[src/rtl/timestamp_run_sequencer.sv]
// Run-window controller for the timestamp generator: arms, starts, stops, captures and drains.
// Optional macro TIMESTAMP_RUN_SEQUENCER_TRIG_SYNC_EN adds a two-flop synchronizer on ext_trig.
module timestamp_run_sequencer #(
  parameter int TIMESTAMP_WIDTH = 64,
  parameter int DRAIN_CYCLES    = 4
) (
  input  logic                       clk,
  input  logic                       reset,
  input  logic                       arm,
  input  logic                       trig_mode,
  input  logic [TIMESTAMP_WIDTH-1:0] duration,
  input  logic                       sw_stop,
  input  logic                       ext_trig,
  input  logic [TIMESTAMP_WIDTH-1:0] timestamp,
  output logic                       gen_run,
  output logic                       busy,
  output logic [1:0]                 state,
  output logic                       done,
  output logic [1:0]                 stop_cause,
  output logic [TIMESTAMP_WIDTH-1:0] stop_timestamp
);

  localparam logic [1:0] S_IDLE  = 2'd0;
  localparam logic [1:0] S_ARMED = 2'd1;
  localparam logic [1:0] S_RUN   = 2'd2;
  localparam logic [1:0] S_DRAIN = 2'd3;
  localparam logic [7:0] DRAIN_LAST = 8'(DRAIN_CYCLES);
  localparam logic [TIMESTAMP_WIDTH-1:0] TS_ONE = {{(TIMESTAMP_WIDTH-1){1'b0}}, 1'b1};

  logic [1:0]                 state_r;
  logic [1:0]                 state_nxt;
  logic [TIMESTAMP_WIDTH-1:0] dur_r;
  logic [TIMESTAMP_WIDTH-1:0] stop_timestamp_r;
  logic [1:0]                 stop_cause_r;
  logic [7:0]                 drain_cnt_r;
  logic                       gen_run_r;
  logic                       done_r;
  logic                       trig_event_s;
  logic                       dur_hit_s;
  logic                       drain_last_s;
  logic                       arm_take_s;
  logic                       capture_s;
  logic                       done_nxt_s;
  logic                       gen_run_nxt_s;

`ifdef TIMESTAMP_RUN_SEQUENCER_TRIG_SYNC_EN
  logic sync1_r;
  logic sync2_r;
  logic sync_prev_r;

  // Two-flop synchronizer followed by edge history; runs in every state
  always_ff @(posedge clk or posedge reset) begin
    if (reset) begin
      sync1_r     <= 1'b0;
      sync2_r     <= 1'b0;
      sync_prev_r <= 1'b0;
    end else begin
      sync1_r     <= ext_trig;
      sync2_r     <= sync1_r;
      sync_prev_r <= sync2_r;
    end
  end

  assign trig_event_s = sync2_r & ~sync_prev_r;
`else
  logic trig_prev_r;

  // Edge history on the already-synchronous trigger; runs in every state
  always_ff @(posedge clk or posedge reset) begin
    if (reset) begin
      trig_prev_r <= 1'b0;
    end else begin
      trig_prev_r <= ext_trig;
    end
  end

  assign trig_event_s = ext_trig & ~trig_prev_r;
`endif

  assign dur_hit_s    = (dur_r != '0) && (timestamp == (dur_r - TS_ONE));
  assign drain_last_s = (drain_cnt_r == DRAIN_LAST);

  // State register
  always_ff @(posedge clk or posedge reset) begin
    if (reset) begin
      state_r <= S_IDLE;
    end else begin
      state_r <= state_nxt;
    end
  end

  // Next-state logic; sw_stop outranks a same-cycle trigger in ARMED
  always_comb begin
    state_nxt = state_r;
    case (state_r)
      S_IDLE: begin
        if (arm) begin
          state_nxt = trig_mode ? S_ARMED : S_RUN;
        end else begin
          state_nxt = S_IDLE;
        end
      end
      S_ARMED: begin
        if (sw_stop) begin
          state_nxt = S_IDLE;
        end else if (trig_event_s) begin
          state_nxt = S_RUN;
        end else begin
          state_nxt = S_ARMED;
        end
      end
      S_RUN: begin
        if (sw_stop || dur_hit_s) begin
          state_nxt = S_DRAIN;
        end else begin
          state_nxt = S_RUN;
        end
      end
      S_DRAIN: begin
        if (drain_last_s) begin
          state_nxt = S_IDLE;
        end else begin
          state_nxt = S_DRAIN;
        end
      end
      default: state_nxt = S_IDLE;
    endcase
  end

  // Output decode: strobes that feed the registered outputs
  always_comb begin
    arm_take_s    = (state_r == S_IDLE) && arm;
    capture_s     = (state_r == S_RUN) && (state_nxt == S_DRAIN);
    done_nxt_s    = (state_r == S_DRAIN) && (state_nxt == S_IDLE);
    gen_run_nxt_s = (state_nxt == S_RUN);
  end

  // Registered outputs, latched run parameters and drain counter
  always_ff @(posedge clk or posedge reset) begin
    if (reset) begin
      gen_run_r        <= 1'b0;
      done_r           <= 1'b0;
      dur_r            <= '0;
      stop_cause_r     <= 2'b00;
      stop_timestamp_r <= '0;
      drain_cnt_r      <= 8'd0;
    end else begin
      gen_run_r <= gen_run_nxt_s;
      done_r    <= done_nxt_s;
      if (arm_take_s) begin
        dur_r <= duration;
      end
      if (capture_s) begin
        stop_cause_r     <= {sw_stop, dur_hit_s};
        stop_timestamp_r <= timestamp;
      end
      // Drain spans counts 0..DRAIN_CYCLES so done lands DRAIN_CYCLES+1 after drain entry
      if ((state_r == S_DRAIN) && !drain_last_s) begin
        drain_cnt_r <= drain_cnt_r + 8'd1;
      end else begin
        drain_cnt_r <= 8'd0;
      end
    end
  end

  assign gen_run        = gen_run_r;
  assign done           = done_r;
  assign busy           = (state_r != S_IDLE);
  assign state          = state_r;
  assign stop_cause     = stop_cause_r;
  assign stop_timestamp = stop_timestamp_r;

endmodule
[config.mk]
export PLATFORM = sky130hd
export DESIGN_NAME = timestamp_run_sequencer
export DESIGN_NICKNAME = d
export VERILOG_FILES = /design/src/rtl/timestamp_run_sequencer.sv
export SDC_FILE = /design/constraint.sdc
export NUM_CORES = 1
export LEC_CHECK = 0
export ABC_AREA = 1
export CORE_MARGIN = 2
export CORE_UTILIZATION = 25
export DETAILED_ROUTE_END_ITERATION = 6
export SKIP_LAST_GASP = 1
export SLEW_MARGIN = 20
export SYNTH_ARGS = -nofsm -noshare
export SYNTH_HDL_FRONTEND = slang
export SYNTH_SLANG_ARGS = --single-unit
[constraint.sdc]
create_clock -name clk -period 5.8 [get_ports clk]
set_input_delay 1.16 -clock clk [delete_from_list [all_inputs] [get_ports clk]]
set_output_delay 1.16 -clock clk [all_outputs]
set_load 0.1 [all_outputs]
==> flow_metrics.tcl, run 1 <==
set metrics [dict create \
    final_core_util_pct 34.4 \
    yosys-top-cells-area "dfrtp_1 (40%), nand2_1 (14%), nor2_1 (8.0%)" \
    dpl_cell_area_um2 11300 \
    min_path_cells 2 \
    synth_top_cell_by_area "dfrtp_1" \
    drive_gt1_share_pct 9.61 \
    finalInstanceArea_um2 11900 \
    fmax_mhz 259 \
    finalNonFillerCells 1861 \
    final_common_cell "nand2_1" \
    syn-cell-area_um2 8840 \
    arrival_ps 4180 \
    async_flop_share_pct 100 \
    rrSetupSlack_ps 1940 \
    grt_pass1_vias 8151 \
    cts_root_buf "clkbuf_16" \
    htreeDepth 4 \
    grt_pass1_wl_mm 46.7 \
    dp_slack_ps 1600 \
    die_y_um 192 \
    fp-row-count 68 \
    dp_hpwl_mm 24.6 \
    cts_tree "yes" \
    grt_max_degree 95 \
    dp_cells 1828 \
    yosysTopAreaCellShare_pct 40.5 \
    clock_latency_ps 440 \
    ys_ff_latch 143 \
    period_share_pct 66.5 \
    finClkSkew_ps 7.59 \
    p_leak_nw 5.44 \
    num_vias 8144 \
    syn_area_per_cell_um2 7.44 \
    synth_cells 1188 \
    drv_slew 0 \
    ys.flop_type "dfrtp_1" \
    routedWlPerCell_um 16.5 \
    hp-class "flip-flop to flip-flop" \
    worstMarginPinSlew_ps 1030 \
    drtAntennaViolNets 0 \
    die_x_um 192 \
    syn_nets 1326 \
    routed_wl_mm 30.6 \
    post_cts.repair.setup_buffers 0 \
    status "finished, final reports clean" \
    layout_min_cycle_time_ps 3860 \
    die-area_um2 36900 \
    drc 0 \
    clk_pin_slew_ps 70 \
    drtIter0Drc 528 \
    crit_fanout 94 \
    crit_path_start_kind "flip-flop" \
    crit_type "flip-flop to flip-flop" \
    nNetsFinal 1530 \
    p_per_area_nw_per_um2 583 \
    peakVddDrop_mv 0.409 \
    synth_cell_types 36 \
    start_util_pct 25.5 \
    core_area_um2 34700 \
    grt-ovfl-total 0 \
    clock_path_buffers 2 \
    seq_area_frac_synth_pct 40.5 \
    cp-end-kind "flip-flop" \
    p_total_mw 6.96 \
    postLayoutSetupSlackWorst_ps 1940 \
    relSlewSlack_pct 30.8 \
    setup-tns-final_ps 0 \
    setup_viol 0 \
    grt_usage_pct 17.1 \
    rsz0062_at_grt "no" \
    viasPerCell 4.38 \
    ctsHoldBuffers 0 \
    clkSinkCount 143 \
    hold_violations 0 \
    gp_congestion 0.921 \
    antenna_found_initial 2 \
    synth_edf_count 0 \
    cp.required_ps 6120 \
    io_pins 205 \
    cts_resized 0 \
    portBuffers 204 \
    ys_warn_count 0 \
    reg2reg_depth 20 \
    area_growth_pct 35.1 \
    drt-pass1-iter-count 6 \
    mostFrequentLayoutCells "nand2_1 (337), clkdlybuf4s50_1 (204), nor2_1 (188), inv_1 (147), dfrtp_1 (143)" \
    numCtsBuffers 17 \
    cap_violations 0 \
    whs_ps 483 \
]
## synth_stat cells (2+ instances only)
master / number
and2_1: 3
clkinv_1: 2
xor2_1: 38
xnor3_1: 2
nand2_1: 338
nor3_1: 7
o21ai_1: 52
dfrtp_1: 143
nor4_1: 2
ha_1: 4
a21oi_1: 33
nand2_2: 10
o21ai_2: 16
nand3b_1: 18
nor2_2: 8
nor2_8: 2
inv_1: 148
nor2_4: 11
xnor2_1: 16
buf_6: 10
o21bai_1: 2
mux2_2: 44
o21ai_0: 14
nor2_1: 188
nand2_4: 3
nand3_1: 45
clkbuf_1: 14
nand4_1: 7
## where the power goes
| part | internal, mW | switching (mW) | total [mW] |
|---|---|---|---|
| registers | 1.45 | 0.419 | 1.87 |
| logic | 1.12 | 2.82 | 3.94 |
| clock network | 0.677 | 0.473 | 1.15 |
| total | 3.25 | 3.71 | 6.96 |
## logic make-up (layout without fill, tap and decap cells)
family / Yosys count / in the layout / synth area share, %
mux: 44 / 44 / 5.61
other cells: 0 / 1 / 0
buf+inv: 175 / 392 / 8.28
xor+xnor: 56 / 56 / 5.86
simple gates: 648 / 648 / 31.8
fa+ha+maj: 4 / 4 / 0.566
flops: 143 / 143 / 40.5
compound gates: 118 / 118 / 7.43
## worst max-delay path, stage by stage, from the launching register on
cell and delay, ps:
dfrtp_1 370, inv_1 200, ha_1 260, nand2_2 140
nor2_4 320, nand2_1 240, nor2_4 270, nand2_1 100
nand3_1 100, nand2_1 60, clkinv_1 40, nand2_1 50
nor2_1 120, nand2_1 70, nor2_1 110, nand3_1 150
nand2_2 130, nand3_4 330, buf_12 390, nand2_1 140
o21ai_2 60
## layer usage
layer / wire length (µm) / share of wire (%) / GRT usage (%)
met4: 597 / 1.9 / 5.43
met2: 14100 / 46 / 27.1
met1: 13900 / 45 / 22.7
met3: 2030 / 6.6 / 4.20
met5: 30 / 0.098 / 0
## flip-flops by register name, summed over array words and instances (netlist names)
signal,flops
done,1
drain_cnt_r,8
dur_r,64
gen_run,1
state,2
stop_cause,2
stop_timestamp,64
trig_prev_r,1
## worst paths after layout
path,to,startpoint
worst max-delay path,stop_timestamp[23]$_DFFE_PP0P_,dur_r[0]$_DFFE_PP0P_
worst min-delay path,stop_timestamp[25]$_DFFE_PP0P_,stop_timestamp[25]$_DFFE_PP0P_
worst max register to register,stop_timestamp[23]$_DFFE_PP0P_,dur_r[0]$_DFFE_PP0P_
worst min register to register,stop_timestamp[25]$_DFFE_PP0P_,stop_timestamp[25]$_DFFE_PP0P_
max in group asynchronous,dur_r[59]$_DFFE_PP0P_,reset
min in group asynchronous,stop_timestamp[28]$_DFFE_PP0P_,reset
## cell type report
cell class | instances | area [µm²]
inverters | 151 | 572
clock buffers | 19 | 433
well taps | 455 | 569
diodes | 1 | 2.50
repair buffers | 209 | 2090
multi-input cells | 870 | 4530
flip-flops and latches | 143 | 3580
clock inverters | 13 | 165
fillers | 3744 | 22800
Note: power is estimated with default switching activity, not from simulation.
==> run 2: changes to the inputs <==
==> constraint.sdc (replaced) <==
create_clock -name clk -period 3.9 [get_ports clk]
set_input_delay 0.78 -clock clk [delete_from_list [all_inputs] [get_ports clk]]
set_output_delay 0.78 -clock clk [all_outputs]
set_load 0.1 [all_outputs]
==> run 2 against run 1 <==
Die area unchanged. Combinational power grew 49%. Total power rose by 47%. Utilization rose by 0.15 points. Clock skew rose by 1.7 ps. Largest cell class unchanged.
==> flow_metrics.tcl, run 2 (synthesis results as in run 1) <==
set metrics [dict create \
    cp.required_ps 4210 \
    worstMarginPinSlew_ps 1030 \
    fmax_mhz 300 \
    ctsHoldBuffers 0 \
    start_util_pct 25.5 \
    viasPerCell 4.35 \
    grt_pass1_vias 8101 \
    post_cts.repair.setup_buffers 0 \
    grt_usage_pct 16.9 \
    p_per_area_nw_per_um2 856 \
    htreeDepth 4 \
    nNetsFinal 1536 \
    fp-row-count 68 \
    period_share_pct 85.5 \
    multiInputGateArea_um2 4530 \
    rsz0062_at_grt "no" \
    cts_tree "yes" \
    clock_path_buffers 2 \
    status "finished, final reports clean" \
    crit_path_start_kind "flip-flop" \
    p_total_mw 10.3 \
    hold_violations 0 \
    fill_cells 3795 \
    antenna_found_initial 1 \
    cpLargestDelayFamily "simple AND/OR/NAND/NOR gates" \
    routedWlPerCell_um 16.4 \
    clk_pin_slew_ps 60 \
    dp_slack_ps 477 \
    relSlewSlack_pct 30.9 \
    area.sequential_um2 3580 \
    cts_resized 0 \
    grt-ovfl-total 0 \
    core_area_um2 34700 \
    drtIter0Drc 414 \
    cap_violations 0 \
    dp_hpwl_mm 24.6 \
    cpMostUsedCell "nand2_1" \
    die_x_um 192 \
    drc 0 \
    finClkSkew_ps 9.28 \
    mostFrequentLayoutCells "nand2_1 (337), clkdlybuf4s50_1 (204), nor2_1 (188), inv_1 (147), dfrtp_1 (143)" \
    drive_gt1_share_pct 10.1 \
    drt-pass1-iter-count 5 \
    hp-class "flip-flop to flip-flop" \
    crit_fanout 54 \
    crit_type "flip-flop to flip-flop" \
    gp_congestion 0.930 \
    routed_wl_mm 30.7 \
    io_pins 205 \
    drv_slew 0 \
    arrival_ps 3640 \
    layout_min_cycle_time_ps 3330 \
    setup-tns-final_ps 0 \
    grt_pass1_wl_mm 46.3 \
    slowest_stage "dfrtp_1" \
    die_y_um 192 \
    final_core_util_pct 34.6 \
    max_stage_delay_ps 390 \
    cts_root_buf "clkbuf_16" \
    num_vias 8120 \
    grt_max_degree 85 \
    area_growth_pct 35.7 \
    dp_cells 1834 \
    p_leak_nw 5.47 \
    clock_latency_ps 440 \
    worstPathCellList "inv_1 -> ha_1 -> nand2_2 -> nor2_4 -> buf_4 -> nand2_4 -> nor2_4 -> nand2_1 -> xor2_1 -> nand2_1 -> nor2_1 -> nand2_1 -> nor2_1 -> nand3_1 -> nand2_2 -> nand3_4 -> buf_4 -> nand2_1 -> o21ai_2" \
    die-area_um2 36900 \
    final_common_cell "nand2_1" \
    cp_num_buf_inv 3 \
    cp-end-kind "flip-flop" \
    setup_viol 0 \
    finalNonFillerCells 1867 \
    clkSinkCount 143 \
    portBuffers 204 \
    postLayoutSetupSlackWorst_ps 567 \
    drtAntennaViolNets 0 \
    peakVddDrop_mv 0.691 \
    numCtsBuffers 17 \
]
[run 2: changes by cell type in the layout (fill, tap and decap cells not counted)]
cell        delta
buf_12         +3
buf_4          +3
clkinvlp_4     +3
bufinv_16      -2
clkbuf_8       +2
clkinv_4       -2
clkbuf_1       -1
[run 2: area by class of cell]
type / instances / share of cell area (%)
tap: 455 / 4.75
inverter: 151 / 4.76
sequential: 143 / 29.8
multi-input combinational: 870 / 37.8
clock buffer: 20 / 3.81
clock inverter: 12 / 0.928
timing repair buffer: 215 / 18.1
antenna: 1 / 0.0209
[run 2: final timing paths]
check / to / from / slack [ps] / cells after the start
min: stop_timestamp[25]$_DFFE_PP0P_ / stop_timestamp[25]$_DFFE_PP0P_ / 480 / 2
max: stop_timestamp[24]$_DFFE_PP0P_ / dur_r[1]$_DFFE_PP0P_ / 570 / 19
max reg2reg: stop_timestamp[24]$_DFFE_PP0P_ / dur_r[1]$_DFFE_PP0P_ / 570 / 19
min in group asynchronous: stop_timestamp[29]$_DFFE_PP0P_ / reset / 860 / 2
min reg2reg: stop_timestamp[25]$_DFFE_PP0P_ / stop_timestamp[25]$_DFFE_PP0P_ / 480 / 2
max in group asynchronous: dur_r[17]$_DFFE_PP0P_ / reset / 2240 / 3
[run 2: power by group]
group	leakage (nW)	internal (mW)	switching (mW)	total [mW]
registers	1.73	2.15	0.613	2.77
clock network	0.261	0.913	0.709	1.62
logic	3.47	1.69	4.19	5.88
[run 2: worst min-delay path, cell delays in order (launching register included)]
cell and delay, ps:
dfrtp_1 340, nand2_1 60, o21ai_2 40
[run 2: through the flow]
step           cell area (µm²)  hold WS [ps]
2_1_floorplan             8840           454
3_3_place_gp             11400           467
3_5_place_dp             11400           471
4_1_cts                  12000           487
5_1_grt                  12000           501
6_report                 12000           480
[run 2: metal layers]
layer,wire (µm),global-route usage [%],up-vias
met2,14300,28.1,204
li1,-,-,4128
met4,415,4.40,2
met5,13,0,-
met3,1510,3.18,18
met1,14500,22.6,3768
